File: src/rtl/inst_envelope_if.sv
// Signal bundle for inst_envelope: raster position, hit strobes, decay setting and per-instrument intensity.
interface inst_envelope_if #(
   parameter int unsigned INSTRUMENT_COUNT = 3
);
   logic [10:0] h_count;
   logic [9:0]  v_count;
   logic [INSTRUMENT_COUNT-1:0] hit_valid;
   logic [6:0]  hit_velocity;
   logic [9:0]  decay;
   logic [7:0]  inst_intensity [INSTRUMENT_COUNT];

   modport master (
      output h_count, v_count, hit_valid, hit_velocity, decay,
      input  inst_intensity
   );

   modport slave (
      input  h_count, v_count, hit_valid, hit_velocity, decay,
      output inst_intensity
   );
endinterface

File: src/rtl/inst_envelope.sv
// Per-instrument hold/decay envelope, stepped once per frame at line 720, column 0.
// Macro INST_ENVELOPE_HOLD_EN builds the HOLD stage; without it a hit decays from the next frame on.
module inst_envelope #(
   parameter int unsigned INSTRUMENT_COUNT = 3,
   parameter int unsigned HOLD_FRAMES      = 2
) (
   input logic            clk,
   input logic            rst,
   inst_envelope_if.slave bus
);

`ifdef INST_ENVELOPE_HOLD_EN
   typedef enum logic [1:0] {IDLE, HOLD, DECAY} state_t;
`else
   typedef enum logic {IDLE, DECAY} state_t;
   localparam int unsigned UNUSED_HOLD_FRAMES = HOLD_FRAMES;
`endif

   logic       frame_tick;
   logic [7:0] decay_f;
   logic       unused_decay_bits;

   assign frame_tick        = (bus.h_count == 11'd0) && (bus.v_count == 10'd720);
   assign decay_f           = bus.decay[9:2];
   assign unused_decay_bits = ^bus.decay[1:0];

   for (genvar g = 0; g < INSTRUMENT_COUNT; g++) begin : g_chan
      state_t      state_q, state_d;
      logic [6:0]  level_q, level_d;
      logic [6:0]  pend_q, pend_d;
      logic        pflag_q, pflag_d;
      logic [7:0]  out_q, out_d;
      logic        hit_ok;
      logic [6:0]  merged;
      logic        mflag;
      logic [14:0] product;
`ifdef INST_ENVELOPE_HOLD_EN
      logic [3:0]  hold_q, hold_d;
`endif

      assign hit_ok  = bus.hit_valid[g] && (bus.hit_velocity != 7'd0);
      assign merged  = (hit_ok && (bus.hit_velocity > pend_q)) ? bus.hit_velocity : pend_q;
      assign mflag   = pflag_q | hit_ok;
      assign product = {8'd0, level_q} * {7'd0, decay_f};

      // A hit landing on the tick itself is folded in via merged/mflag before the pending state clears.
      always_comb begin
         state_d = state_q;
         level_d = level_q;
         pend_d  = merged;
         pflag_d = mflag;
         out_d   = out_q;
`ifdef INST_ENVELOPE_HOLD_EN
         hold_d  = hold_q;
`endif
         if (frame_tick) begin
            pend_d  = '0;
            pflag_d = 1'b0;
            if (mflag) begin
               level_d = merged;
`ifdef INST_ENVELOPE_HOLD_EN
               hold_d  = 4'(HOLD_FRAMES);
               state_d = HOLD;
`else
               state_d = DECAY;
`endif
            end else begin
               case (state_q)
`ifdef INST_ENVELOPE_HOLD_EN
                  HOLD: begin
                     if (hold_q == 4'd1) state_d = DECAY;
                     else                hold_d  = hold_q - 4'd1;
                  end
`endif
                  DECAY: begin
                     level_d = product[14:8];
                     if (product[14:8] == 7'd0) state_d = IDLE;
                  end
                  default: ;
               endcase
            end
            out_d = (level_d == 7'd0) ? 8'h00 : {1'b1, level_d};
         end
      end

      always_ff @(posedge clk) begin
         if (rst) begin
            state_q <= IDLE;
            level_q <= '0;
            pend_q  <= '0;
            pflag_q <= 1'b0;
            out_q   <= '0;
`ifdef INST_ENVELOPE_HOLD_EN
            hold_q  <= '0;
`endif
         end else begin
            state_q <= state_d;
            level_q <= level_d;
            pend_q  <= pend_d;
            pflag_q <= pflag_d;
            out_q   <= out_d;
`ifdef INST_ENVELOPE_HOLD_EN
            hold_q  <= hold_d;
`endif
         end
      end

      assign bus.inst_intensity[g] = out_q;
   end

endmodule

File: src/flat_wrapper.sv
// flat-port wrapper written by rule: the top's interface ports become plain ports
module inst_envelope_flat 
#(
   parameter int unsigned INSTRUMENT_COUNT = 3,
   parameter int unsigned HOLD_FRAMES      = 2
)
  (clk, rst, bus_h_count, bus_v_count, bus_hit_valid, bus_hit_velocity, bus_decay, bus_inst_intensity);
  inst_envelope_if #(.INSTRUMENT_COUNT(INSTRUMENT_COUNT)) bus_i ();
  input logic clk;
  input logic rst;
  input wire logic [$bits(bus_i.h_count)-1:0] bus_h_count;
  input wire logic [$bits(bus_i.v_count)-1:0] bus_v_count;
  input wire logic [$bits(bus_i.hit_valid)-1:0] bus_hit_valid;
  input wire logic [$bits(bus_i.hit_velocity)-1:0] bus_hit_velocity;
  input wire logic [$bits(bus_i.decay)-1:0] bus_decay;
  output wire logic [$bits(bus_i.inst_intensity)-1:0] bus_inst_intensity;
  assign bus_i.h_count = bus_h_count;
  assign bus_i.v_count = bus_v_count;
  assign bus_i.hit_valid = bus_hit_valid;
  assign bus_i.hit_velocity = bus_hit_velocity;
  assign bus_i.decay = bus_decay;
  assign bus_inst_intensity = {>>{bus_i.inst_intensity}};
  inst_envelope #(.INSTRUMENT_COUNT(INSTRUMENT_COUNT), .HOLD_FRAMES(HOLD_FRAMES)) u_core (.clk(clk), .rst(rst), .bus(bus_i));
endmodule
File: config.mk
export PLATFORM = sky130hd
export DESIGN_NAME = inst_envelope_flat
export DESIGN_NICKNAME = d
export VERILOG_FILES = /design/src/rtl/inst_envelope_if.sv /design/src/rtl/inst_envelope.sv /design/src/flat_wrapper.sv
export SDC_FILE = /design/constraint.sdc
export NUM_CORES = 1
export LEC_CHECK = 0
export ABC_AREA = 1
export ABC_CLOCK_PERIOD_IN_PS = 5700
export CORE_MARGIN = 2
export CORE_UTILIZATION = 62
export DETAILED_ROUTE_END_ITERATION = 12
export PLACE_DENSITY = 0.83
export SKIP_LAST_GASP = 1
export SLEW_MARGIN = 20
export SYNTH_ARGS = -nofsm -noshare
export SYNTH_HDL_FRONTEND = slang
export SYNTH_SLANG_ARGS = --single-unit
File: constraint.sdc
create_clock -name clk -period 5.7 [get_ports clk]
set_clock_uncertainty 0.1 [all_clocks]
set_input_delay 1.14 -clock clk [delete_from_list [all_inputs] [get_ports clk]]
set_output_delay 1.14 -clock clk [all_outputs]
set_load 0.02 [all_outputs]
==> impl_results.rst <==
.. list-table::
   :header-rows: 1

   * - Metric
     - Value
   * - HPWL Detailed
     - 18910 um
   * - Vertical die dimension
     - around 130 um
   * - Master cell of the clock root buffer
     - sky130_fd_sc_hd__clkbuf_16
   * - Power Density
     - approximately 130 mW/mm^2
   * - Worst-Margin Slew
     - around 0.90 ns
   * - Pleak
     - approximately 7 nW
   * - Vias/cell
     - 5.161
   * - Commonest cells after routing, fill and taps aside
     - 486 x sky130_fd_sc_hd__nand2_1, 361 x sky130_fd_sc_hd__inv_1, 114 x sky130_fd_sc_hd__ha_1, 98 x sky130_fd_sc_hd__nor2_1, 93 x sky130_fd_sc_hd__nand3_1
   * - Effective utilization at floorplan
     - 0.6386
   * - Placed inst area
     - 0.01082 mm^2
   * - Cell family contributing the most delay on the critical path
     - adder cells
   * - Setup-failing EPs final
     - 0
   * - Worst IR Drop VDD
     - 0.0002672 V
   * - Leftover overflow at the end of global routing
     - 0
   * - Power Total
     - between 0.001 and 0.0015 W
   * - Critical path's slowest cell
     - sky130_fd_sc_hd__fa_1
   * - Via count of the first global-routing pass
     - just under 9000
   * - Fmax achieved
     - 0.1824 GHz
   * - Rel. slew slack
     - 0.3988
   * - Die outline width
     - between 100 and 150 um
   * - Area enclosed by the die boundary
     - 0.01679 mm^2
   * - Total of hold buffers inserted after clock tree synthesis
     - 0
   * - Via count of the routed design
     - ~9300
   * - Final wirelength
     - between 20000 and 25000 um
   * - Number of core rows
     - 45
   * - Share of the yosys chip area belonging to registers
     - 0.1474
   * - Total routing usage reported by global routing
     - 0.2957
   * - Antenna violations before repair
     - 0
   * - TritonRoute pass-1 iters
     - 7
   * - Worst-path maximum fanout
     - 20
   * - Yosys warnings
     - 0
   * - Worst path buffer plus inverter count
     - 6
   * - Flip-flop and latch count after synthesis
     - 72
   * - CTS tree
     - done
   * - Max incr delay on CP
     - between 0.5 and 0.6 ns
   * - Final worst path period share
     - 0.9618
   * - Type of origin of the critical path
     - input pin
   * - Largest net degree at the start of global routing
     - between 40 and 50
   * - Syn Area/Cell
     - approximately 6.4 um^2
   * - Crit path cell chain
     - clkdlybuf4s50_1 -> buf_12 -> nand2_1 -> fa_1 -> inv_1 -> fa_1 -> inv_1 -> fa_1 -> inv_1 -> ha_1 -> ha_1 -> nand2_1 -> nor3_1 -> nand3_1 -> nand3_1 -> nand3_1 -> a21oi_2 -> inv_1 -> nand2_1 -> o21ai_0
   * - Core area
     - roughly 0.015 mm^2
   * - Antenna Nets Post-Route
     - 0
   * - Count of final hold-check violations
     - 0
   * - Area growth, synth to finish
     - 14.35%
   * - Global-route wire length before repair
     - around 40000 um
   * - Tmin final
     - 5.482 ns
   * - Buffers from clock root to sink, at most
     - 2
   * - Number of distinct library cells after synthesis
     - 36
   * - Area of the mapped netlist
     - roughly 0.0098 mm^2
   * - Leading cell type in the layout, fill and taps excluded
     - sky130_fd_sc_hd__nand2_1
   * - Gpl congestion
     - between 0.9 and 1
   * - Critical Setup Path Class
     - in -> reg
   * - Number of setup buffers added after CTS
     - 0
   * - FFs w/ async S/R, synth
     - 0
   * - Result of the run
     - complete, no violations
   * - Fin util
     - 0.7302
   * - Net count after synthesis
     - between 1500 and 2000
   * - Minimum setup slack in the final design
     - ~0.22 ns
   * - Latest clock arrival within the worst-skew pair
     - ~0.33 ns
   * - Data arrival time at the worst-slack endpoint
     - 5.59 ns
   * - Setup slack after placement
     - -0.1072 ns
   * - Number of inserted diodes
     - 0
   * - Final routed DRC violation total
     - 0
   * - Clock input transition at the sequential cells of the worst setup and hold paths
     - roughly 0.060 ns
   * - Wire length per cell after detailed routing
     - about 13 um
   * - Max-cap violations
     - 0
   * - CTS buffer count
     - 9
   * - Number of input and output port buffers inserted
     - 64
   * - Count of mapped cells out of synthesis
     - 1521
   * - CTS sink cnt
     - approximately 70
   * - Max-slew violation count
     - 0
   * - Crit path top cell by count
     - sky130_fd_sc_hd__inv_1
   * - Category of the worst setup path capture point
     - register
   * - Net count of the finished layout
     - roughly 1800
   * - Most instantiated flip-flop cell in the synthesis netlist
     - sky130_fd_sc_hd__dfxtp_1
   * - Layout cell share with drive strength beyond 1
     - 0.05960
   * - Post-Route Hold Slack
     - approximately 0.35 ns
   * - Number of levels the H-tree was split into
     - 3
   * - RSZ-0062 raised after global routing
     - yes
   * - Number of enable-type register cells in the synthesized netlist
     - 0
   * - Starting DRC count in detailed routing
     - 680
   * - Required time at the endpoint of the critical path
     - approximately 5.8 ns
   * - Worst hold-check path type
     - reg -> reg
   * - Number of primary I/O pins
     - 67
   * - Final design instance area without fill
     - roughly 0.011 mm^2
[cells in the mapped netlist (3+ instances only)]
library cell	count	share of area
sky130_fd_sc_hd__a21oi_1	50	0.026
sky130_fd_sc_hd__a21oi_2	4	0.0036
sky130_fd_sc_hd__and2_1	4	0.0026
sky130_fd_sc_hd__buf_2	12	0.0061
sky130_fd_sc_hd__buf_4	5	0.0038
sky130_fd_sc_hd__clkbuf_1	33	0.013
sky130_fd_sc_hd__dfxtp_1	72	0.15
sky130_fd_sc_hd__fa_1	84	0.17
sky130_fd_sc_hd__ha_1	114	0.15
sky130_fd_sc_hd__inv_1	361	0.14
sky130_fd_sc_hd__nand2_1	486	0.19
sky130_fd_sc_hd__nand2_2	7	0.0045
sky130_fd_sc_hd__nand2_4	3	0.0035
sky130_fd_sc_hd__nand3_1	93	0.048
sky130_fd_sc_hd__nand3b_1	3	0.0023
sky130_fd_sc_hd__nand4_1	15	0.0096
sky130_fd_sc_hd__nor2_1	99	0.038
sky130_fd_sc_hd__nor2_4	5	0.0058
sky130_fd_sc_hd__nor3_1	9	0.0046
sky130_fd_sc_hd__o21ai_0	26	0.013
sky130_fd_sc_hd__o21ai_1	9	0.0046
sky130_fd_sc_hd__or2_1	5	0.0032
sky130_fd_sc_hd__xnor2_1	3	0.0027
[cells by family (layout without fill, tap and decap cells)]
kind of cell / after synthesis / after routing / share of synthesized area
and+or+nand+nor: 736 / 736 / 0.3140
xor gates and xnor gates: 3 / 3 / 0.002687
AOI/OAI and AO/OA: 98 / 98 / 0.05425
buffers and inverters: 414 / 487 / 0.1639
adders and majority gates: 198 / 198 / 0.3178
DFF: 72 / 72 / 0.1474
[layout make-up]
type / instances / area, um^2
clock buffer: 12 / 266.5
inverter: 362 / 1359
timing repair buffer: 109 / 1021
sequential: 72 / 1441
fill: 1264 / 4131
clock inverter: 4 / 75.07
multi-input combinational: 1035 / 6756
tap: 211 / 264.0
[stage by stage]
stage	instances	TNS (ns)
2_1_floorplan	1521	0
3_3_place_gp	1789	-0.3949
6_report	1805	0
5_1_grt	1805	-0.03238
4_1_cts	1805	0
3_5_place_dp	1789	-0.5866
[registers in the layout, summed over array words and instances, names as in the netlist]
signal / cells
u_core.g_chan.pflag_q: 3
u_core.g_chan.state_q: 3
u_core.g_chan.level_q: 21
u_core.g_chan.out_q: 24
u_core.g_chan.pend_q: 21
[worst register-to-register path, delay by kind of cell (launching register included)]
family / cells / cell delay (ns)
buffers and inverters: 2 / 0.14
AOI/OAI and AO/OA: 3 / 0.48
and+or+nand+nor: 9 / 0.79
DFF: 1 / 0.56
adders and majority gates: 5 / 2.44
[timing repair]
action	CTS	global route
resized for setup	0	8
endpoints found under the setup margin	0	12
endpoints found under the hold margin	0	0
[layer usage]
| metal | vias to the layer above | GRT usage | routed length, um |
|---|---|---|---|
| met2 | 318 | 0.5057 | 11140 |
| met5 | - | 0 | 0 |
| li1 | 4663 | - | - |
| met1 | 4289 | 0.3991 | 10610 |
| met3 | 46 | 0.02725 | 1374 |
| met4 | 0 | 0.08855 | 503 |
[report_power, final]
| group | leakage, nW | total, W | internal [W] | switching [W] |
|---|---|---|---|---|
| clock | 0.161 | 0.000633 | 0.000419 | 0.000215 |
| combinational | 6.28 | 0.000303 | 0.000114 | 0.000189 |
| sequential | 0.585 | 0.000531 | 0.000524 | 0.00000682 |
| total | 7.03 | 0.00147 | 0.00106 | 0.000411 |
[worst paths after layout]
check                                   start                           to  slack [ns]  depth (start not counted)
setup / recovery                 bus_decay[6]  u_core.g_chan[2].level_q[5]        0.22                         20
hold / removal      u_core.g_chan[0].out_q[5]    u_core.g_chan[0].out_q[5]        0.35                          2
setup reg to reg  u_core.g_chan[2].level_q[4]  u_core.g_chan[2].level_q[5]        1.07                         19
hold reg to reg     u_core.g_chan[0].out_q[5]    u_core.g_chan[0].out_q[5]        0.35                          2
No activity file was read; power rests on OpenSTA's default activity.
